### config.mk
export PLATFORM = sky130hd
export DESIGN_NAME = alu_control_pipe_flat
export DESIGN_NICKNAME = d
export VERILOG_FILES = /design/src/rtl/alu_control_pipe_pkg.sv /design/src/rtl/alu_control_pipe_if.sv /design/src/rtl/alu_control_pipe_decode.sv /design/src/rtl/alu_control_pipe.sv /design/src/flat_wrapper.sv
export SDC_FILE = /design/constraint.sdc
export NUM_CORES = 1
export LEC_CHECK = 0
export CAP_MARGIN = 10
export CORE_MARGIN = 5
export CORE_UTILIZATION = 30
export CTS_BUF_LIST = sky130_fd_sc_hd__clkbuf_16
export CTS_CLUSTER_DIAMETER = 30
export DETAILED_ROUTE_END_ITERATION = 8
export GPL_TIMING_DRIVEN = 1
export PLACE_DENSITY_LB_ADDON = 0.15
export SLEW_MARGIN = 20
export SYNTH_ARGS = -nofsm -noshare
export SYNTH_HDL_FRONTEND = slang
export SYNTH_SLANG_ARGS = --single-unit
export TNS_END_PERCENT = 5
### constraint.sdc
create_clock -name i_Clk -period 2.7 [get_ports i_Clk]
set_input_delay 0.405 -clock i_Clk [delete_from_list [all_inputs] [get_ports i_Clk]]
set_output_delay 0.405 -clock i_Clk [all_outputs]
set_load 0.02 [all_outputs]
### src/rtl/alu_control_pipe_pkg.sv
// Shared definitions for the ALU control path: operation codes, RV32 opcodes
// and the control-pipe FSM encoding. The ALU datapath imports this package too.
package alu_control_pipe_pkg;

    typedef enum logic [4:0] {
        ALU_ADD    = 5'd0,
        ALU_SUB    = 5'd1,
        ALU_SLL    = 5'd2,
        ALU_SLT    = 5'd3,
        ALU_SLTU   = 5'd4,
        ALU_XOR    = 5'd5,
        ALU_SRL    = 5'd6,
        ALU_SRA    = 5'd7,
        ALU_OR     = 5'd8,
        ALU_AND    = 5'd9,
        ALU_PASS_B = 5'd10,
        ALU_MUL    = 5'd16,
        ALU_MULH   = 5'd17,
        ALU_MULHSU = 5'd18,
        ALU_MULHU  = 5'd19,
        ALU_DIV    = 5'd20,
        ALU_DIVU   = 5'd21,
        ALU_REM    = 5'd22,
        ALU_REMU   = 5'd23
    } alu_op_e;

    localparam logic [6:0] OPC_LOAD   = 7'b0000011;
    localparam logic [6:0] OPC_STORE  = 7'b0100011;
    localparam logic [6:0] OPC_AUIPC  = 7'b0010111;
    localparam logic [6:0] OPC_JAL    = 7'b1101111;
    localparam logic [6:0] OPC_JALR   = 7'b1100111;
    localparam logic [6:0] OPC_LUI    = 7'b0110111;
    localparam logic [6:0] OPC_BRANCH = 7'b1100011;
    localparam logic [6:0] OPC_OP_IMM = 7'b0010011;
    localparam logic [6:0] OPC_OP     = 7'b0110011;

    localparam logic [6:0] F7_BASE   = 7'b0000000;
    localparam logic [6:0] F7_ALT    = 7'b0100000;
    localparam logic [6:0] F7_MULDIV = 7'b0000001;

    typedef enum logic [1:0] {
        EMPTY    = 2'd0,
        HOLD     = 2'd1,
        DIV_WAIT = 2'd2
    } state_e;

    function automatic logic is_div_op(input alu_op_e op);
        return (op == ALU_DIV) || (op == ALU_DIVU) || (op == ALU_REM) || (op == ALU_REMU);
    endfunction

endpackage

### src/rtl/alu_control_pipe_if.sv
// Instruction-in / ALU-op-out handshake bundle of the ALU control pipe.
interface alu_control_pipe_if #(
    parameter int unsigned P_ALUOP_W = 5
);
    logic                 i_Valid;
    logic                 o_Ready;
    logic [6:0]           iv_Opcode;
    logic [2:0]           iv_Funct3;
    logic [6:0]           iv_Funct7;
    logic                 o_Valid;
    logic                 i_Ready;
    logic [P_ALUOP_W-1:0] ov_AluOp;
    logic                 o_Illegal;
    logic                 o_Busy;

    modport master (
        output i_Valid, iv_Opcode, iv_Funct3, iv_Funct7, i_Ready,
        input  o_Ready, o_Valid, ov_AluOp, o_Illegal, o_Busy
    );

    modport slave (
        input  i_Valid, iv_Opcode, iv_Funct3, iv_Funct7, i_Ready,
        output o_Ready, o_Valid, ov_AluOp, o_Illegal, o_Busy
    );
endinterface

### src/rtl/alu_control_pipe_decode.sv
// Combinational RV32I(+M) decode of opcode/funct3/funct7 into an ALU op code.
module alu_decode
    import alu_control_pipe_pkg::*;
#(
    parameter bit P_M_EXT = 1'b1
) (
    input  logic [6:0] opcode,
    input  logic [2:0] funct3,
    input  logic [6:0] funct7,
    output alu_op_e    code,
    output logic       illegal,
    output logic       is_div
);

    always_comb begin
        code    = ALU_ADD;
        illegal = 1'b0;
        case (opcode)
            OPC_LOAD, OPC_STORE, OPC_AUIPC, OPC_JAL: code = ALU_ADD;
            OPC_JALR:   illegal = (funct3 != 3'b000);
            OPC_LUI:    code = ALU_PASS_B;
            OPC_BRANCH: begin
                case (funct3)
                    3'b000, 3'b001: code = ALU_SUB;
                    3'b100, 3'b101: code = ALU_SLT;
                    3'b110, 3'b111: code = ALU_SLTU;
                    default:        illegal = 1'b1;
                endcase
            end
            OPC_OP_IMM: begin
                // funct7 is immediate bits except for the shift encodings
                case (funct3)
                    3'b000: code = ALU_ADD;
                    3'b001: begin
                        if (funct7 == F7_BASE) code = ALU_SLL;
                        else                   illegal = 1'b1;
                    end
                    3'b010: code = ALU_SLT;
                    3'b011: code = ALU_SLTU;
                    3'b100: code = ALU_XOR;
                    3'b101: begin
                        if (funct7 == F7_BASE)     code = ALU_SRL;
                        else if (funct7 == F7_ALT) code = ALU_SRA;
                        else                       illegal = 1'b1;
                    end
                    3'b110: code = ALU_OR;
                    default: code = ALU_AND;
                endcase
            end
            OPC_OP: begin
                if (funct7 == F7_BASE) begin
                    case (funct3)
                        3'b000: code = ALU_ADD;
                        3'b001: code = ALU_SLL;
                        3'b010: code = ALU_SLT;
                        3'b011: code = ALU_SLTU;
                        3'b100: code = ALU_XOR;
                        3'b101: code = ALU_SRL;
                        3'b110: code = ALU_OR;
                        default: code = ALU_AND;
                    endcase
                end else if (funct7 == F7_ALT) begin
                    if (funct3 == 3'b000)      code = ALU_SUB;
                    else if (funct3 == 3'b101) code = ALU_SRA;
                    else                       illegal = 1'b1;
                end else if ((funct7 == F7_MULDIV) && P_M_EXT) begin
                    code = alu_op_e'({2'b10, funct3});
                end else begin
                    illegal = 1'b1;
                end
            end
            default: illegal = 1'b1;
        endcase
        if (illegal) code = ALU_ADD;
        is_div = !illegal && is_div_op(code);
    end

endmodule

### src/rtl/alu_control_pipe.sv
// ALU control pipe: registers the decoded ALU op behind a valid/ready
// handshake and stalls DIV/REM results for a fixed countdown.
module alu_control_pipe
    import alu_control_pipe_pkg::*;
#(
    parameter bit          P_M_EXT      = 1'b1,
    parameter int unsigned P_DIV_CYCLES = 32,
    parameter int unsigned P_ALUOP_W    = 5
) (
    input  logic                  i_Clk,
    input  logic                  i_Rst_n,
    input  logic                  i_Enb,
    alu_control_pipe_if.slave     bus
);

    localparam int unsigned           CNT_W    = $clog2(P_DIV_CYCLES);
    localparam logic [CNT_W-1:0]      CNT_LOAD = CNT_W'(P_DIV_CYCLES - 1);

    state_e           state_q, state_d;
    logic [CNT_W-1:0] cnt_q, cnt_d;
    alu_op_e          op_q, op_d;
    logic             illegal_q, illegal_d;

    alu_op_e dec_code;
    logic    dec_illegal;
    logic    dec_is_div;
    logic    ready;
    logic    accept;

    alu_decode #(
        .P_M_EXT (P_M_EXT)
    ) u_decode (
        .opcode  (bus.iv_Opcode),
        .funct3  (bus.iv_Funct3),
        .funct7  (bus.iv_Funct7),
        .code    (dec_code),
        .illegal (dec_illegal),
        .is_div  (dec_is_div)
    );

    always_comb begin
        ready  = i_Enb & ((state_q == EMPTY) | ((state_q == HOLD) & bus.i_Ready));
        accept = i_Enb & bus.i_Valid & ready;

        state_d   = state_q;
        cnt_d     = cnt_q;
        op_d      = op_q;
        illegal_d = illegal_q;

        if (i_Enb) begin
            case (state_q)
                HOLD:     if (bus.i_Ready) state_d = EMPTY;
                DIV_WAIT: begin
                    if (cnt_q == '0) state_d = HOLD;
                    else             cnt_d   = cnt_q - CNT_W'(1);
                end
                default:  ;
            endcase
        end

        // A new acceptance overrides the drain to EMPTY for back-to-back flow
        if (accept) begin
            op_d      = dec_code;
            illegal_d = dec_illegal;
            if (dec_is_div) begin
                state_d = DIV_WAIT;
                cnt_d   = CNT_LOAD;
            end else begin
                state_d = HOLD;
            end
        end
    end

    always_ff @(posedge i_Clk or negedge i_Rst_n) begin
        if (!i_Rst_n) begin
            state_q   <= EMPTY;
            cnt_q     <= '0;
            op_q      <= ALU_ADD;
            illegal_q <= 1'b0;
        end else begin
            state_q   <= state_d;
            cnt_q     <= cnt_d;
            op_q      <= op_d;
            illegal_q <= illegal_d;
        end
    end

    assign bus.o_Ready   = ready;
    assign bus.o_Valid   = (state_q == HOLD);
    assign bus.o_Busy    = (state_q == DIV_WAIT);
    assign bus.o_Illegal = illegal_q;
    assign bus.ov_AluOp  = P_ALUOP_W'(op_q);

endmodule
### src/flat_wrapper.sv
// flat-port wrapper written by rule: the top's interface ports become plain ports
module alu_control_pipe_flat import alu_control_pipe_pkg::*;
#(
    parameter bit          P_M_EXT      = 1'b1,
    parameter int unsigned P_DIV_CYCLES = 32,
    parameter int unsigned P_ALUOP_W    = 5
)
  (i_Clk, i_Rst_n, i_Enb, bus_i_Valid, bus_iv_Opcode, bus_iv_Funct3, bus_iv_Funct7, bus_i_Ready, bus_o_Ready, bus_o_Valid, bus_ov_AluOp, bus_o_Illegal, bus_o_Busy);
  alu_control_pipe_if #(.P_ALUOP_W(P_ALUOP_W)) bus_i ();
  input  logic i_Clk;
  input  logic i_Rst_n;
  input  logic i_Enb;
  input wire logic [$bits(bus_i.i_Valid)-1:0] bus_i_Valid;
  input wire logic [$bits(bus_i.iv_Opcode)-1:0] bus_iv_Opcode;
  input wire logic [$bits(bus_i.iv_Funct3)-1:0] bus_iv_Funct3;
  input wire logic [$bits(bus_i.iv_Funct7)-1:0] bus_iv_Funct7;
  input wire logic [$bits(bus_i.i_Ready)-1:0] bus_i_Ready;
  output wire logic [$bits(bus_i.o_Ready)-1:0] bus_o_Ready;
  output wire logic [$bits(bus_i.o_Valid)-1:0] bus_o_Valid;
  output wire logic [$bits(bus_i.ov_AluOp)-1:0] bus_ov_AluOp;
  output wire logic [$bits(bus_i.o_Illegal)-1:0] bus_o_Illegal;
  output wire logic [$bits(bus_i.o_Busy)-1:0] bus_o_Busy;
  assign bus_i.i_Valid = bus_i_Valid;
  assign bus_i.iv_Opcode = bus_iv_Opcode;
  assign bus_i.iv_Funct3 = bus_iv_Funct3;
  assign bus_i.iv_Funct7 = bus_iv_Funct7;
  assign bus_i.i_Ready = bus_i_Ready;
  assign bus_o_Ready = bus_i.o_Ready;
  assign bus_o_Valid = bus_i.o_Valid;
  assign bus_ov_AluOp = bus_i.ov_AluOp;
  assign bus_o_Illegal = bus_i.o_Illegal;
  assign bus_o_Busy = bus_i.o_Busy;
  alu_control_pipe #(.P_M_EXT(P_M_EXT), .P_DIV_CYCLES(P_DIV_CYCLES), .P_ALUOP_W(P_ALUOP_W)) u_core (.i_Clk(i_Clk), .i_Rst_n(i_Rst_n), .i_Enb(i_Enb), .bus(bus_i));
endmodule
; ---- Word-level counts from Yosys, hierarchy flattened
; Index checks and enable logic that the tools add are counted.
[totals]
elab_cells = 89
inputBits = 22
register_bits = 13
[op_classes]
bitwise_logic = 5
eq_ne = 26
n_addsub = 1
reduce_logical = 18
muxes = 35
[op_table]
columns = cell, count
row1 = one-hot mux 4 bit (7 select lines), 2
row2 = two-way mux 5 bit, 9
row3 = "equality test 7 x 6 -> 1 bit, second input constant", 4
row4 = "equality test 7 bit, second input constant", 3
row5 = "equality test 5 bit, second input constant", 4
row6 = one-hot mux 5 bit (4 select lines), 1
row7 = "equality test 7 x 5 -> 1 bit, second input constant", 2
row8 = "equality test 3 bit, second input constant", 4
row9 = two-way mux 2 bit, 6
row10 = two-way mux 3 bit, 4
row11 = two-way mux 1 bit, 9
row12 = one-hot mux 3 bit (3 select lines), 1
row13 = "equality test 7 x 1 -> 1 bit, second input constant", 1
row14 = "equality test 7 x 2 -> 1 bit, second input constant", 1
row15 = logical NOT 7 bit, 1
row16 = "equality test 3 x 2 -> 1 bit, second input constant", 2
row17 = nonzero test 3 bit, 2
row18 = OR reduction 2 bit, 3
row19 = OR reduction 6 bit, 1
row20 = logical NOT 5 bit, 1
row21 = one-hot mux 1 bit (5 select lines), 1
row22 = OR reduction 5 bit, 1
row23 = "subtractor 5 x 1 -> 5 bit, second input constant", 1
row24 = AND 1 bit, 4
row25 = 15 further kinds, 17

; ---- Depth between registers and ports, before layout
; Gate-level depths: netlist (run 1).
[logic_depth]
depth_word = 14
ltp_mapped = 7
depth_no_buf = 7

; ---- Cells and area by module
; A second synthesis (run 1) with hierarchy kept.
[hier_totals]
hier_cells = 137
area_unflattened_um2 = 1197.4
[by_module_without_submodules]
columns = module, cells_each, seq_area_each_um2, area_each_um2, instances
row1 = alu_control_pipe, 59, 325.3, 670.6, 1
row2 = alu_decode, 78, 0.0, 526.8, 1

; ---- Worst setup path before layout (run 1)
; OpenSTA, ideal clock, no wires.
[synth_path]
path_kind = in2reg
start = input bus_iv_Opcode[2]
end = register u_core.state_q[0]
setup_time_ns = 0.128
stages = 6
slack_ns = 0.851
arrival_time_ns = 1.722
path_cell_list = buf_6 or3b_4 or3_4 o32ai_4 o21ai_2 o311a_2
[synth_via]
elab_chain_cells = 11
word_cells_on_any_way = 24
cone_classes = eq/ne (13) / mux (5) / reduce/logical (6)
[synth_lines]
columns = element, line
row1 = "start, declared", flat_wrapper.sv:14  ; input wire logic [$bits(bus_i.iv_Opcode)-1:0] bus_iv_Opcode;
row2 = "equality test 7 x 6 -> 1 bit, or another cell as far along", alu_control_pipe_decode.sv:18  ; case (opcode)
row3 = OR reduction 5 bit (no line), -
row4 = one-hot mux 1 bit (5 select lines), alu_control_pipe_decode.sv:18
row5 = two-way mux 5 bit, alu_control_pipe_decode.sv:74  ; if (illegal) code = ALU_ADD;
row6 = equality test 5 bit, alu_control_pipe_pkg.sv:48  ; return (op == ALU_DIV) || (op == ALU_DIVU) || (op == ALU_REM) || (op == ALU_REMU);
row7 = logical OR 1 bit (3 in series), alu_control_pipe_pkg.sv:48
row8 = logical AND 1 bit (*), alu_control_pipe_decode.sv:75  ; is_div = !illegal && is_div_op(code);
row9 = two-way mux 2 bit (*), alu_control_pipe.sv:65  ; if (dec_is_div) begin
row10 = two-way mux 2 bit (*), alu_control_pipe.sv:62  ; if (accept) begin
row11 = "end signal, assigned", alu_control_pipe.sv:81  ; state_q <= state_d;
row12 = "end, declared", alu_control_pipe.sv:19  ; state_e state_q, state_d;
; Every way passes the cells marked *; elsewhere a longest branch is shown, timed or not.
; A chain may end at the register's enable or synchronous reset.

; ---- Worst setup path in the final report (run 1)
[layout_path]
start = input i_Enb
end = output bus_o_Ready
[layout_via]
elab_chain_cells = 1
[layout_lines]
columns = element, line
row1 = "start, declared", flat_wrapper.sv:12  ; input logic i_Enb;
row2 = AND 1 bit, alu_control_pipe.sv:42  ; ready = i_Enb & ((state_q == EMPTY) | ((state_q == HOLD) & bus.i_Ready));
row3 = "end, declared", flat_wrapper.sv:18  ; output wire logic [$bits(bus_i.o_Ready)-1:0] bus_o_Ready;
; No other way between the ends.

==> impl_metrics.yaml, run 1 <==
outcome:
  outcome: "complete, no violations"
floorplanning:
  die_h_um: 73.3
  core-area_mm2: 0.00394
  die_w_um: 73.3
  rows: 23
  ios: 31
  die-area_mm2: 0.00538
  start_util: 0.305
place:
  gp_congestion: 0.841
  hpwl_um: 2780
  port-buffer-count: 30
  dpl_worst_slack_ns: 0.249
  placedCellCount: 228
worst_setup_path:
  r2r-start: "u_core.cnt_q[0]"
  path_class: "input pin to primary output"
  cp_common_cell: "clkdlybuf4s50_1"
  crit_path_max_fanout: 6
  reg2regPathDepth: 7
  cp.arrival_ns: 1.82
  cp.required_ns: 2.30
  r2r-end: "u_core.cnt_q[0]"
  end_kind: "primary output"
  reg2reg_slack_ns: 0.80
  critPathBufInv: 2
  max_stage_delay_ns: 0.61
  crit_chain: "clkdlybuf4s50_1, nand2b_1, nor2_1, clkdlybuf4s50_1"
  cp_top_family: "buffers and inverters"
  worstSetupStartpointType: "input pin"
  cp_slowest_cell: "clkdlybuf4s50_1"
worst_hold_path:
  hp-class: "register to register"
  whs_path_depth: 1
  min-delay-start: "u_core.bus.ov_AluOp[4]"
  holdPathEnd: "u_core.bus.ov_AluOp[4]"
power:
  finalPower_mw: 0.905
  swShare: 0.328
  power_frac_comb: 0.394
  peakVddDrop_mv: 0.341
  intPower_mw: 0.608
  power_density_mw_per_mm2: 543
  switchingPower_mw: 0.296
  seq_power_share: 0.310
  p_leak_nw: 0.639
  pwr-share-clk: 0.296
synthesis:
  synth_edf_count: 0
  ys_types: 51
  yosysSeqAreaShare: 0.270
  ys.flop_type: "dfrtp_1"
  synth_fp_nets: 170
  netlist_area_mm2: 0.00120
  avgSynthCellArea_um2: 8.19
  synth_async_sr_flop_share: 1.00
  synth_cells: 147
  ys_ff_latch: 13
  yosys_warnings: 0
route:
  ant_nets: 0
  wl_um: 3450
  vias: 1260
  drc: 0
  drt_pre_antenna_iters: 4
  routedWlPerCell_um: 14.9
  via_per_inst: 5.43
  drtIter0Drc: 71
cells_and_area:
  drive_gt1_frac: 0.137
  nNetsFinal: 206
  fill_cells: 404
  final_util: 0.423
  final_cells: 232
  antenna_cells: 0
  syn2layout_area_growth_pct: 38.5
timing:
  period_needed_ns: 2.22
  fin_crit_sh: 0.823
  rsz0062_at_grt: "false"
  setup_violations: 0
  drv_slew: 0
  worst_pin_slew_ns: 0.754
  timing.fmax_mhz: 450
  skew_ns: 0.00122
  slew_headroom: 0.497
  hold_violations: 0
  setup-tns-final_ns: 0
  postLayoutSetupSlackWorst_ns: 0.478
clocking:
  htreeDepth: 1
  clkTransAtPathRegs_ns: 0.04
  ctsHoldBuffers: 0
  clock-root-buffer: "clkbuf_16"
  cts_tree: "built"
  cts_buffers: 3
  cts.path.max_buffers: 2
  cts_sinks: 13
  postCtsSetupBuffers: 0
  cts_resized: 0
  clock_latency_ns: 0.24
global_routing:
  grt_pass1_wl_um: 5660
  grt_start_max_net_pins: 14
  grt_pass1_vias: 1207
  overflow: 0
  grt_usage: 0.131
  antenna_found_initial: 0
job:
  drv_cap: 0
## worst max-delay path by stage
stage	slack, ns	to	startpoint	cells after the start
4_1_cts	0.47	bus_o_Ready	i_Enb	4
3_3_place_gp	0.25	u_core.state_q[0]	bus_iv_Opcode[4]	6
5_1_grt	0.38	u_core.bus.ov_AluOp[3]	bus_iv_Funct7[3]	6
3_5_place_dp	0.25	u_core.state_q[0]	bus_iv_Opcode[4]	6
2_1_floorplan	0.85	u_core.state_q[0]	bus_iv_Opcode[2]	6
6_report	0.48	bus_o_Ready	i_Enb	4
## Yosys cell counts (2+ instances only)
cell / number / area [µm²]
o21ai_0: 8 / 40.0
or4_1: 2 / 15.0
nor4_1: 2 / 12.5
nand3b_1: 4 / 30.0
nand2_1: 14 / 52.6
nor3b_1: 2 / 15.0
clkbuf_1: 2 / 7.51
a211oi_1: 5 / 37.5
nor3_2: 2 / 20.0
buf_2: 4 / 20.0
nor2b_1: 7 / 43.8
a31oi_1: 2 / 12.5
o31ai_1: 3 / 22.5
nand2b_1: 6 / 37.5
a21o_1: 3 / 22.5
inv_1: 10 / 37.5
dfrtp_1: 13 / 325
nor2_1: 9 / 33.8
xnor2_1: 4 / 35.0
a21oi_1: 7 / 35.0
and4bb_2: 2 / 25.0
nor3_1: 6 / 30.0
nand4b_1: 2 / 17.5
## power groups by stage
stage | clock network, mW | registers [mW] | logic, mW
finish | 0.268 | 0.280 | 0.357
global placement | 0 | 0.280 | 0.347
CTS | 0.274 | 0.280 | 0.359
global route | 0.286 | 0.287 | 0.393
floorplan | 0 | 0.275 | 0.224
detailed placement | 0 | 0.283 | 0.356
## cell families after synthesis
| logic type | count (synthesis) | share of synthesized area |
|---|---|---|
| AOI/OAI and AO/OA | 45 | 0.282 |
| xor gates and xnor gates | 4 | 0.0291 |
| DFF | 13 | 0.270 |
| and+or+nand+nor | 67 | 0.345 |
| buffers and inverters | 17 | 0.0634 |
| adders and majority gates | 1 | 0.0104 |
## placed cells by master, fill, tap and decap left out, types with 3 or more instances in the layout
master           count
clkdlybuf4s50_1     30
nand2_1             14
dfrtp_1             13
inv_1               11
nor2_1               9
o21ai_0              8
buf_4                8
nor2b_1              7
a21oi_1              7
nand2b_1             6
nor3_1               6
a211oi_1             5
nand3b_1             4
xnor2_1              4
a21o_1               3
o31ai_1              3
clkbuf_16            3
## state kept, by name (all words and copies together) (netlist names)
name,cells
u_core.bus.o_Illegal,1
u_core.bus.ov_AluOp,5
u_core.cnt_q,5
u_core.state_q,2
## layout make-up
type                            count  area [µm²]  share of cell area
Clock buffer                        3        75.1              0.0450
Inverter                           10        37.5              0.0225
Clock inverter                      1        3.75             0.00225
Sequential cell                    13         325               0.195
Timing Repair Buffer               38         360               0.216
Tap cell                           50        62.6              0.0375
Multi-Input combinational cell    117         802               0.481
## layer usage
layer | wire, µm | vias to the layer above | global-route usage
li1 | - | 620 | -
met1 | 1530 | 588 | 0.175
met2 | 1670 | 50 | 0.213
met3 | 227 | 2 | 0.0342
met4 | 21 | 0 | 0.0302
met5 | 0 | - | 0
## through the flow
stage | hold WS (ns) | cell area [µm²]
after CTS | 0.484 | 1670
after detailed placement | 0.475 | 1590
after global placement | 0.465 | 1590
after global routing | 0.524 | 1670
after floorplan | 0.109 | 1200
final | 0.481 | 1670
Note: power is estimated with default switching activity, not from simulation.
==> inputs of run 2 (changes only) <==
==> constraint.sdc (replaced) <==
create_clock -name i_Clk -period 1.8 [get_ports i_Clk]
set_input_delay 0.27 -clock i_Clk [delete_from_list [all_inputs] [get_ports i_Clk]]
set_output_delay 0.27 -clock i_Clk [all_outputs]
set_load 0.02 [all_outputs]
==> impl_metrics.yaml, run 2 (synthesized netlist as in run 1, its figures left out) <==
outcome:
  outcome: "complete, no violations"
floorplanning:
  start_util: 0.305
  rows: 23
  die_w_um: 73.3
  core-area_mm2: 0.00394
  ios: 31
  die-area_mm2: 0.00538
  die_h_um: 73.3
route:
  drc: 0
  wl_um: 4000
  vias: 1428
  drtIter0Drc: 77
  via_per_inst: 5.25
  routedWlPerCell_um: 14.7
  ant_nets: 0
  drt_pre_antenna_iters: 4
timing:
  hold_violations: 0
  skew_ns: 0.000414
  period_needed_ns: 1.77
  worst_pin_slew_ns: 0.567
  rsz0062_at_grt: "true"
  slew_headroom: 0.621
  drv_slew: 0
  setup_violations: 0
  timing.fmax_mhz: 566
  fin_crit_sh: 0.981
cells_and_area:
  most-common-layout-cells: "buf_4 (45), nand2_1 (14), clkdlybuf4s50_1 (13), dfrtp_1 (13), dlymetal6s2s_1 (12)"
  syn2layout_area_growth_pct: 74.8
  finalInstanceArea_mm2: 0.00210
  multi_input_area_um2: 903
  final_cells: 272
  drive_gt1_frac: 0.356
  final_common_cell: "buf_4"
  seqCellArea_um2: 325
  nNetsFinal: 246
  fill_cells: 368
  final_util: 0.534
  antenna_cells: 0
global_routing:
  overflow: 0
  antenna_found_initial: 0
  grt_usage: 0.157
  grt_pass1_vias: 1445
  grt_pass1_wl_um: 6740
  grt_start_max_net_pins: 14
worst_setup_path:
  cp.required_ns: 1.92
  r2r-end: "u_core.cnt_q[0]"
  worstSetupStartpointType: "input pin"
  end_kind: "register"
  reg2regPathDepth: 7
  r2r-start: "u_core.cnt_q[0]"
  crit_path_max_fanout: 13
  path_class: "input pin to register"
  cp.arrival_ns: 1.89
  reg2reg_slack_ns: 0.06
clocking:
  clock_latency_ns: 0.24
  clock-root-buffer: "clkbuf_16"
  cts_tree: "built"
  ctsHoldBuffers: 0
  clkTransAtPathRegs_ns: 0.04
  cts_sinks: 13
  cts.path.max_buffers: 2
  cts_buffers: 3
  htreeDepth: 1
power:
  power_density_mw_per_mm2: 723
  p_leak_nw: 0.991
  finalPower_mw: 1.52
  peakVddDrop_mv: 0.527
place:
  place_area_mm2: 0.00187
  gp_congestion: 0.937
  port-buffer-count: 30
  hpwl_um: 3180
  placedCellCount: 264
worst_hold_path:
  hp-class: "input pin to async pin"
job:
  drv_cap: 0
[run 2: cell types whose count changed in the layout (fill, tap and decap cells not counted), sizes merged]
cell | before | now
buf | 8 | 48
clkbuf | 3 | 5
clkdlybuf4s50 | 30 | 13
dlygate4sd2 | 0 | 3
dlymetal6s2s | 0 | 12
[run 2: critical path: stages]
cell and delay (ns):
clkdlybuf4s50_1 0.49, buf_6 0.16, nand2b_1 0.17, nor4_2 0.06, a211oi_2 0.25, nand4b_1 0.18
buf_4 0.18, a21boi_1 0.12
[run 2: worst max-delay path by stage]
| stage | endpoint | depth (start not counted) | from | slack (ns) |
|---|---|---|---|---|
| 5_1_grt | u_core.cnt_q[0] | 7 | u_core.cnt_q[0] | -0.05 |
| 3_3_place_gp | u_core.state_q[0] | 6 | bus_iv_Opcode[4] | -0.43 |
| 3_5_place_dp | u_core.state_q[0] | 6 | bus_iv_Opcode[4] | -0.48 |
| 6_report | u_core.bus.o_Illegal | 8 | bus_iv_Funct3[1] | 0.03 |
| 2_1_floorplan | u_core.cnt_q[0] | 7 | u_core.cnt_q[0] | 0.04 |
| 4_1_cts | u_core.bus.ov_AluOp[1] | 6 | bus_iv_Funct3[1] | -0.04 |
[run 2: layer usage]
metal  GRT usage  vias to the layer above  part of all wire
met4      0.0523                        0             0.021
li1            -                      700                 -
met2       0.256                       47              0.50
met3      0.0260                       10             0.061
met1       0.209                      671              0.41
met5           0                        -                 0
[run 2: area by class of cell]
| class | instances | share of cell area |
|---|---|---|
| sequential | 13 | 0.155 |
| clock buffer | 3 | 0.0357 |
| clock inverter | 1 | 0.00178 |
| multi-input combinational | 117 | 0.429 |
| tap | 50 | 0.0297 |
| inverter | 10 | 0.0178 |
| timing repair buffer | 78 | 0.331 |
[run 2: stage by stage]
stage	TNS (ns)	hold WS, ns	setup WS, ns
final	0	0.402	0.0341
after global routing	-0.0679	0.461	-0.0481
after CTS	-0.0537	0.423	-0.0427
after detailed placement	-5.18	0.472	-0.481
after global placement	-4.57	0.469	-0.426
after floorplan	0	-0.0256	0.0432
[run 2: repair_timing]
action                     CTS  global route
pin swaps                    8            11
setup endpoints to repair   14            14
resized for setup           18            27
setup buffers                3             1
[run 2: report_power, final]
group | switching, mW | total, mW | internal [mW] | leakage [nW]
Sequential | 0.0408 | 0.403 | 0.362 | 0.167
Combinational | 0.345 | 0.718 | 0.373 | 0.782
Clock | 0.109 | 0.401 | 0.292 | 0.0423
